===== src/rtl/vga_timing_pkg.sv =====
// Shared timing presets and sync polarity constants for the VGA raster generator.
// Latency: n/a (constants only).
// Backpressure: n/a.
package vga_timing_pkg;

  typedef struct packed {
    int unsigned h_active;
    int unsigned h_fp;
    int unsigned h_sync;
    int unsigned h_bp;
    int unsigned v_active;
    int unsigned v_fp;
    int unsigned v_sync;
    int unsigned v_bp;
  } vga_timing_t;

  localparam logic SYNC_ACTIVE_LOW  = 1'b0;
  localparam logic SYNC_ACTIVE_HIGH = 1'b1;

  // 640x480@60 uses negative syncs, 800x600@60 positive ones
  localparam vga_timing_t VGA_640X480_60 = '{
    h_active: 640, h_fp: 16, h_sync: 96,  h_bp: 48,
    v_active: 480, v_fp: 10, v_sync: 2,   v_bp: 33
  };

  localparam vga_timing_t VGA_800X600_60 = '{
    h_active: 800, h_fp: 40, h_sync: 128, h_bp: 88,
    v_active: 600, v_fp: 1,  v_sync: 4,   v_bp: 23
  };

endpackage


===== src/rtl/vga_axis_counter.sv =====
// One raster axis: wrapping position counter plus active/sync decode of its next value.
// Latency: decode outputs are combinational on the value the counter takes at the next edge.
// Backpressure: none; advances only when en is high.
module vga_axis_counter
  import vga_timing_pkg::*;
#(
  parameter int W = 10
) (
  input  logic         clk,
  input  logic         rst_n,
  input  logic         en,
  input  logic [W-1:0] act,
  input  logic [W-1:0] sync_beg,
  input  logic [W-1:0] sync_end,
  input  logic [W-1:0] last,
  output logic [W-1:0] cnt_nxt,
  output logic         wrap,
  output logic         active_nxt,
  output logic         sync_nxt
);

  logic [W-1:0] cnt;

  assign wrap = en && (cnt >= last);

  always_comb begin
    cnt_nxt = cnt;
    if (en) cnt_nxt = wrap ? '0 : cnt + W'(1);
  end

  assign active_nxt = cnt_nxt < act;
  assign sync_nxt   = (cnt_nxt >= sync_beg) && (cnt_nxt < sync_end);

  always_ff @(posedge clk) begin
    if (!rst_n) cnt <= '0;
    else        cnt <= cnt_nxt;
  end

endmodule


===== src/rtl/vga_timing_gen.sv =====
// VGA raster timing generator; VGA_TIMING_PROG_EN adds a shadowed runtime timing set.
// Latency: outputs registered on the pix_ce edge and describe the counter values set by that edge.
// Backpressure: raster never stalls; cfg_ready stays low until a loaded set is applied at frame wrap.
module vga_timing_gen
  import vga_timing_pkg::*;
#(
  parameter int   H_ACTIVE = VGA_640X480_60.h_active,
  parameter int   H_FP     = VGA_640X480_60.h_fp,
  parameter int   H_SYNC   = VGA_640X480_60.h_sync,
  parameter int   H_BP     = VGA_640X480_60.h_bp,
  parameter int   V_ACTIVE = VGA_640X480_60.v_active,
  parameter int   V_FP     = VGA_640X480_60.v_fp,
  parameter int   V_SYNC   = VGA_640X480_60.v_sync,
  parameter int   V_BP     = VGA_640X480_60.v_bp,
  parameter int   H_WIDTH  = 10,
  parameter int   V_WIDTH  = 10,
  parameter logic HS_POL   = SYNC_ACTIVE_LOW,
  parameter logic VS_POL   = SYNC_ACTIVE_LOW
) (
  input  logic               clk,
  input  logic               rst_n,
  input  logic               pix_ce,
`ifdef VGA_TIMING_PROG_EN
  input  logic [H_WIDTH-1:0] cfg_h_active,
  input  logic [H_WIDTH-1:0] cfg_h_fp,
  input  logic [H_WIDTH-1:0] cfg_h_sync,
  input  logic [H_WIDTH-1:0] cfg_h_bp,
  input  logic [V_WIDTH-1:0] cfg_v_active,
  input  logic [V_WIDTH-1:0] cfg_v_fp,
  input  logic [V_WIDTH-1:0] cfg_v_sync,
  input  logic [V_WIDTH-1:0] cfg_v_bp,
  input  logic               cfg_valid,
  output logic               cfg_ready,
`endif
  output logic               h_sync,
  output logic               v_sync,
  output logic               video_on,
  output logic [H_WIDTH-1:0] pixel_x,
  output logic [V_WIDTH-1:0] pixel_y,
  output logic               line_start,
  output logic               frame_start
);

  localparam logic [H_WIDTH-1:0] H_ACT_P  = H_WIDTH'(H_ACTIVE);
  localparam logic [H_WIDTH-1:0] H_SB_P   = H_WIDTH'(H_ACTIVE + H_FP);
  localparam logic [H_WIDTH-1:0] H_SE_P   = H_WIDTH'(H_ACTIVE + H_FP + H_SYNC);
  localparam logic [H_WIDTH-1:0] H_LAST_P = H_WIDTH'(H_ACTIVE + H_FP + H_SYNC + H_BP - 1);
  localparam logic [V_WIDTH-1:0] V_ACT_P  = V_WIDTH'(V_ACTIVE);
  localparam logic [V_WIDTH-1:0] V_SB_P   = V_WIDTH'(V_ACTIVE + V_FP);
  localparam logic [V_WIDTH-1:0] V_SE_P   = V_WIDTH'(V_ACTIVE + V_FP + V_SYNC);
  localparam logic [V_WIDTH-1:0] V_LAST_P = V_WIDTH'(V_ACTIVE + V_FP + V_SYNC + V_BP - 1);

  // Active timing set, held as boundaries so the axis decode needs only compares
  logic [H_WIDTH-1:0] h_act, h_sb, h_se, h_last;
  logic [V_WIDTH-1:0] v_act, v_sb, v_se, v_last;

  logic [H_WIDTH-1:0] h_cnt_nxt;
  logic [V_WIDTH-1:0] v_cnt_nxt;
  logic               h_wrap, h_act_nxt, h_sync_nxt;
  logic               v_wrap, v_act_nxt, v_sync_nxt;
  logic               vid_nxt;

`ifdef VGA_TIMING_PROG_EN
  logic [H_WIDTH-1:0] sh_h_act, sh_h_sb, sh_h_se, sh_h_last;
  logic [V_WIDTH-1:0] sh_v_act, sh_v_sb, sh_v_se, sh_v_last;

  // A load accepted on the wrap cycle itself waits for the following wrap
  always_ff @(posedge clk) begin
    if (!rst_n) begin
      h_act <= H_ACT_P;  h_sb <= H_SB_P;  h_se <= H_SE_P;  h_last <= H_LAST_P;
      v_act <= V_ACT_P;  v_sb <= V_SB_P;  v_se <= V_SE_P;  v_last <= V_LAST_P;
      sh_h_act <= H_ACT_P;  sh_h_sb <= H_SB_P;  sh_h_se <= H_SE_P;  sh_h_last <= H_LAST_P;
      sh_v_act <= V_ACT_P;  sh_v_sb <= V_SB_P;  sh_v_se <= V_SE_P;  sh_v_last <= V_LAST_P;
      cfg_ready <= 1'b1;
    end else if (v_wrap && !cfg_ready) begin
      h_act <= sh_h_act;  h_sb <= sh_h_sb;  h_se <= sh_h_se;  h_last <= sh_h_last;
      v_act <= sh_v_act;  v_sb <= sh_v_sb;  v_se <= sh_v_se;  v_last <= sh_v_last;
      cfg_ready <= 1'b1;
    end else if (cfg_valid && cfg_ready) begin
      sh_h_act  <= cfg_h_active;
      sh_h_sb   <= cfg_h_active + cfg_h_fp;
      sh_h_se   <= cfg_h_active + cfg_h_fp + cfg_h_sync;
      sh_h_last <= cfg_h_active + cfg_h_fp + cfg_h_sync + cfg_h_bp - H_WIDTH'(1);
      sh_v_act  <= cfg_v_active;
      sh_v_sb   <= cfg_v_active + cfg_v_fp;
      sh_v_se   <= cfg_v_active + cfg_v_fp + cfg_v_sync;
      sh_v_last <= cfg_v_active + cfg_v_fp + cfg_v_sync + cfg_v_bp - V_WIDTH'(1);
      cfg_ready <= 1'b0;
    end
  end
`else
  assign h_act  = H_ACT_P;
  assign h_sb   = H_SB_P;
  assign h_se   = H_SE_P;
  assign h_last = H_LAST_P;
  assign v_act  = V_ACT_P;
  assign v_sb   = V_SB_P;
  assign v_se   = V_SE_P;
  assign v_last = V_LAST_P;
`endif

  vga_axis_counter #(.W(H_WIDTH)) u_h_axis (
    .clk        (clk),
    .rst_n      (rst_n),
    .en         (pix_ce),
    .act        (h_act),
    .sync_beg   (h_sb),
    .sync_end   (h_se),
    .last       (h_last),
    .cnt_nxt    (h_cnt_nxt),
    .wrap       (h_wrap),
    .active_nxt (h_act_nxt),
    .sync_nxt   (h_sync_nxt)
  );

  vga_axis_counter #(.W(V_WIDTH)) u_v_axis (
    .clk        (clk),
    .rst_n      (rst_n),
    .en         (h_wrap),
    .act        (v_act),
    .sync_beg   (v_sb),
    .sync_end   (v_se),
    .last       (v_last),
    .cnt_nxt    (v_cnt_nxt),
    .wrap       (v_wrap),
    .active_nxt (v_act_nxt),
    .sync_nxt   (v_sync_nxt)
  );

  assign vid_nxt = h_act_nxt && v_act_nxt;

  always_ff @(posedge clk) begin
    if (!rst_n) begin
      h_sync      <= ~HS_POL;
      v_sync      <= ~VS_POL;
      video_on    <= 1'b0;
      pixel_x     <= '0;
      pixel_y     <= '0;
      line_start  <= 1'b0;
      frame_start <= 1'b0;
    end else begin
      line_start  <= h_wrap;
      frame_start <= v_wrap;
      if (pix_ce) begin
        h_sync   <= h_sync_nxt ? HS_POL : ~HS_POL;
        v_sync   <= v_sync_nxt ? VS_POL : ~VS_POL;
        video_on <= vid_nxt;
        pixel_x  <= vid_nxt ? h_cnt_nxt : '0;
        pixel_y  <= vid_nxt ? v_cnt_nxt : '0;
      end
    end
  end

endmodule


===== config.mk =====
export PLATFORM = sky130hd
export DESIGN_NAME = vga_timing_gen
export DESIGN_NICKNAME = d
export VERILOG_FILES = /design/src/rtl/vga_timing_pkg.sv /design/src/rtl/vga_axis_counter.sv /design/src/rtl/vga_timing_gen.sv
export SDC_FILE = /design/constraint.sdc
export NUM_CORES = 1
export LEC_CHECK = 0
export ABC_AREA = 1
export BUFFER_PORTS_ARGS = -buffer_cell sky130_fd_sc_hd__buf_2
export CORE_ASPECT_RATIO = 0.7
export CORE_UTILIZATION = 52
export DETAILED_ROUTE_END_ITERATION = 10
export PLACE_DENSITY = 0.75
export SYNTH_ARGS = -nofsm -noshare
export SYNTH_HDL_FRONTEND = slang
export SYNTH_SLANG_ARGS = --single-unit

===== constraint.sdc =====
create_clock -name clk -period 1.7 [get_ports clk]
set_input_delay 0.085 -clock clk [delete_from_list [all_inputs] [get_ports clk]]
set_output_delay 0.085 -clock clk [all_outputs]
set_load 0.01 [all_outputs]

==> results.py <==
metrics = {
    "logic_synthesis": {
        "synth_area_sq_um": 2280,
        "synth_edf_count": 0,
        "synth_ff_type": "dfxtp_1",
        "yosysTopAreaCell": "dfxtp_1",
        "async_reset_ff_share_pct": 0,
        "synth-seq-area-share_pct": 39.5,
        "syn_inst": 322,
        "yosysUniqueCellTypes": 33,
        "syn_nets": 328,
        "yosys_warnings": 0,
        "ys_seq_elements": 45,
        "syn_avg_cell_area_sq_um": 7.08,
        "synth.top_cell.area_share_pct": 39.5,
        "synthTopCellsByArea": "dfxtp_1, nand2_1, nand4_1, nor2_1, nand3_1",
    },
    "clocking": {
        "cts_buffer_depth": 2,
        "ctsHtreeMaxLevel": 2,
        "clk_pin_slew_ns": 0.09,
        "cts_root_buf": "clkbuf_8",
        "cts_tree": "built",
        "hold_buffers": 0,
        "clock-sinks": 45,
        "clkLatencyLatePin_ns": 0.31,
        "numCtsBuffers": 5,
    },
    "setup_path": {
        "crit_required_ns": 1.91,
        "path_max_fanout": 6,
        "crit_arrival_ns": 2.21,
        "critPathLaunchType": "flip-flop",
        "end_kind": "flip-flop",
        "ff2ff_setup_slack_ns": -0.30,
        "critPathKind": "flip-flop to flip-flop",
    },
    "pwr": {
        "ir_worst_vdd_mv": 0.612,
        "powerDensity_nw_per_um2": 562,
        "total_power_uw": 1860,
        "leakage_uw": 0.00167,
    },
    "drt": {
        "drt-total-wl_um": 8200,
        "wire_per_inst_um": 17.4,
        "wl_met1_um": 3310,
        "wl_met3_um": 863,
        "top_layer_used": "met4",
        "num_vias": 2740,
        "drt-pass1-iter-count": 5,
        "wl_met2_um": 3650,
        "drt-initial-drc-count": 314,
        "postRouteAntennaNets": 0,
        "drc": 0,
        "vias_per_cell": 5.83,
    },
    "placement": {
        "place_ws_ns": -0.161,
        "dp_hpwl_um": 4700,
        "portBuffers": 27,
        "place_congestion": 0.879,
    },
    "sta": {
        "finalSetupViolCount": 24,
        "hold_viol_final": 0,
        "tightest_slew_ns": 0.449,
        "finalClockSkew_ns": 0.00832,
        "finalCritPeriodShare_pct": 118,
        "hold_ws_ns": 0.0938,
        "fin_ws_ns": -0.302,
        "slew_violations": 0,
        "fin_setup_tns_ns": -4.75,
        "rsz0062_at_grt": "yes",
        "maxSlewHeadroom_pct": 69.9,
        "max_freq_mhz": 500,
        "period_needed_ns": 2.00,
    },
    "grt": {
        "grt_pass1_wl_um": 11400,
        "overflow": 0,
        "grt_pass1_vias": 2365,
        "grtUsageTotal_pct": 32.7,
        "grt_max_degree": 19,
        "antenna_found_initial": 0,
    },
    "final_layout": {
        "multi_input_area_sq_um": 1430,
        "regArea_sq_um": 913,
        "diodes": 0,
        "area_growth_pct": 45.2,
        "final_core_util_pct": 81.4,
        "fill_cells": 251,
        "drive_above_1_share_pct": 43.8,
        "fin_nets": 423,
    },
    "outcome": {
        "status": "complete, but fails checks",
        "violations": "setup timing",
    },
    "floorplanning": {
        "floorplan.die.width_um": 81.1,
        "dieArea_sq_um": 4660,
        "placementRows": 19,
        "die_h_um": 57.4,
        "coreArea_sq_um": 4070,
        "initial_core_util_pct": 56.1,
        "ioPinCount": 28,
    },
    "job": {
        "drv_cap": 0,
    },
    "worst_hold_path": {
        "hold_class": "input port to flip-flop",
    },
}
[worst max-delay path, stage by stage (launching register included)]
cell and delay (ns):
dfxtp_4 0.37, ha_4 0.17, nand2_4 0.07, nor2_4 0.05, nor2_4 0.19, nor2_8 0.10, nand2_4 0.13, buf_6 0.14
nand2_1 0.09, nor2_1 0.17, nand2_1 0.10, nor2_2 0.11, nand3_1 0.09, nand2_1 0.06, nand2_1 0.04
[final cells by class]
class | instances | share of cell area, %
multi-input cells | 237 | 43.3
clock inverters | 3 | 0.642
clock buffers | 5 | 2.08
flip-flops and latches | 45 | 27.6
inverters | 35 | 3.97
repair buffers | 93 | 20.4
well taps | 52 | 1.97
[metal layers]
metal	vias up	track usage [%]
met2	219	49.8
li1	1231	-
met1	1234	45.8
met4	0	9.69
met3	56	8.00
met5	-	0
[stage by stage]
step / area, sq um / std cells
2_1_floorplan: 2310 / 322
3_3_place_gp: 2850 / 444
3_5_place_dp: 2850 / 444
4_1_cts: 3140 / 465
5_1_grt: 3310 / 470
6_report: 3310 / 470
[final timing paths]
path | start | end | cells past startpoint
setup reg to reg | u_h_axis.cnt[0] | v_sync | 14
hold / removal | rst_n | pixel_y[9] | 3
setup / recovery | u_h_axis.cnt[0] | v_sync | 14
hold reg to reg | pixel_x[6] | pixel_x[6] | 2
[registers in the layout, summed over array words and instances (netlist names)]
| name | flops |
|---|---|
| h_sync | 1 |
| u_h_axis.cnt | 10 |
| v_sync | 1 |
| u_v_axis.cnt | 10 |
| pixel_x | 10 |
| video_on | 1 |
| pixel_y | 10 |
| frame_start | 1 |
| line_start | 1 |
[cell usage in the layout, fill, tap and decap left out, types with 3 or more instances in the layout]
| cell type | count |
|---|---|
| o21ai_0 | 3 |
| nor2_4 | 9 |
| nand3_2 | 9 |
| nor2_1 | 25 |
| clkbuf_8 | 5 |
| nor2_2 | 10 |
| dfxtp_1 | 39 |
| inv_2 | 5 |
| nand4_1 | 23 |
| nand3_1 | 16 |
| dfxtp_2 | 4 |
| buf_4 | 56 |
| nor3_2 | 3 |
| o21ai_2 | 4 |
| nand2_1 | 85 |
| buf_6 | 9 |
| nand2_4 | 10 |
| inv_1 | 29 |
| a21oi_1 | 3 |
| buf_2 | 27 |
| o21ai_1 | 4 |
| nand2_2 | 15 |
[repair_timing]
action	4_1_cts	5_1_grt
setup buffers	9	5
pin swaps	21	31
endpoints found under the setup margin	23	28
resized for setup	29	39
gates cloned	4	0
[cell usage after synthesis (3+ instances only)]
library cell / n
nand2_1: 98
dfxtp_1: 45
nor2_1: 35
inv_1: 31
nand3_1: 24
nand4_1: 23
nand2_2: 6
nor2_2: 6
a21oi_1: 5
o21ai_1: 5
o21ai_0: 4
buf_2: 3
clkbuf_1: 3
ha_1: 3
inv_2: 3
nand2_4: 3
[report_power, final]
part	switching (uW)	leakage (uW)	internal [uW]	total (uW)
sequential	9.68	0.000367	1060	1070
combinational	61.0	0.00126	33.8	94.8
clock	400	0.0000445	292	692
[kinds of logic (layout without fill, tap and decap cells)]
logic type / Yosys count / after routing / synth area share (%)
AO/OA/AOI/OAI: 19 / 19 / 4.99
buffers and inverters: 44 / 136 / 8.23
adder cells (fa/ha/maj): 3 / 3 / 1.65
flip-flops: 45 / 45 / 39.5
AND/OR/NAND/NOR: 209 / 213 / 44.8
XOR/XNOR: 2 / 2 / 0.769
(Power assumes the default switching activity.)
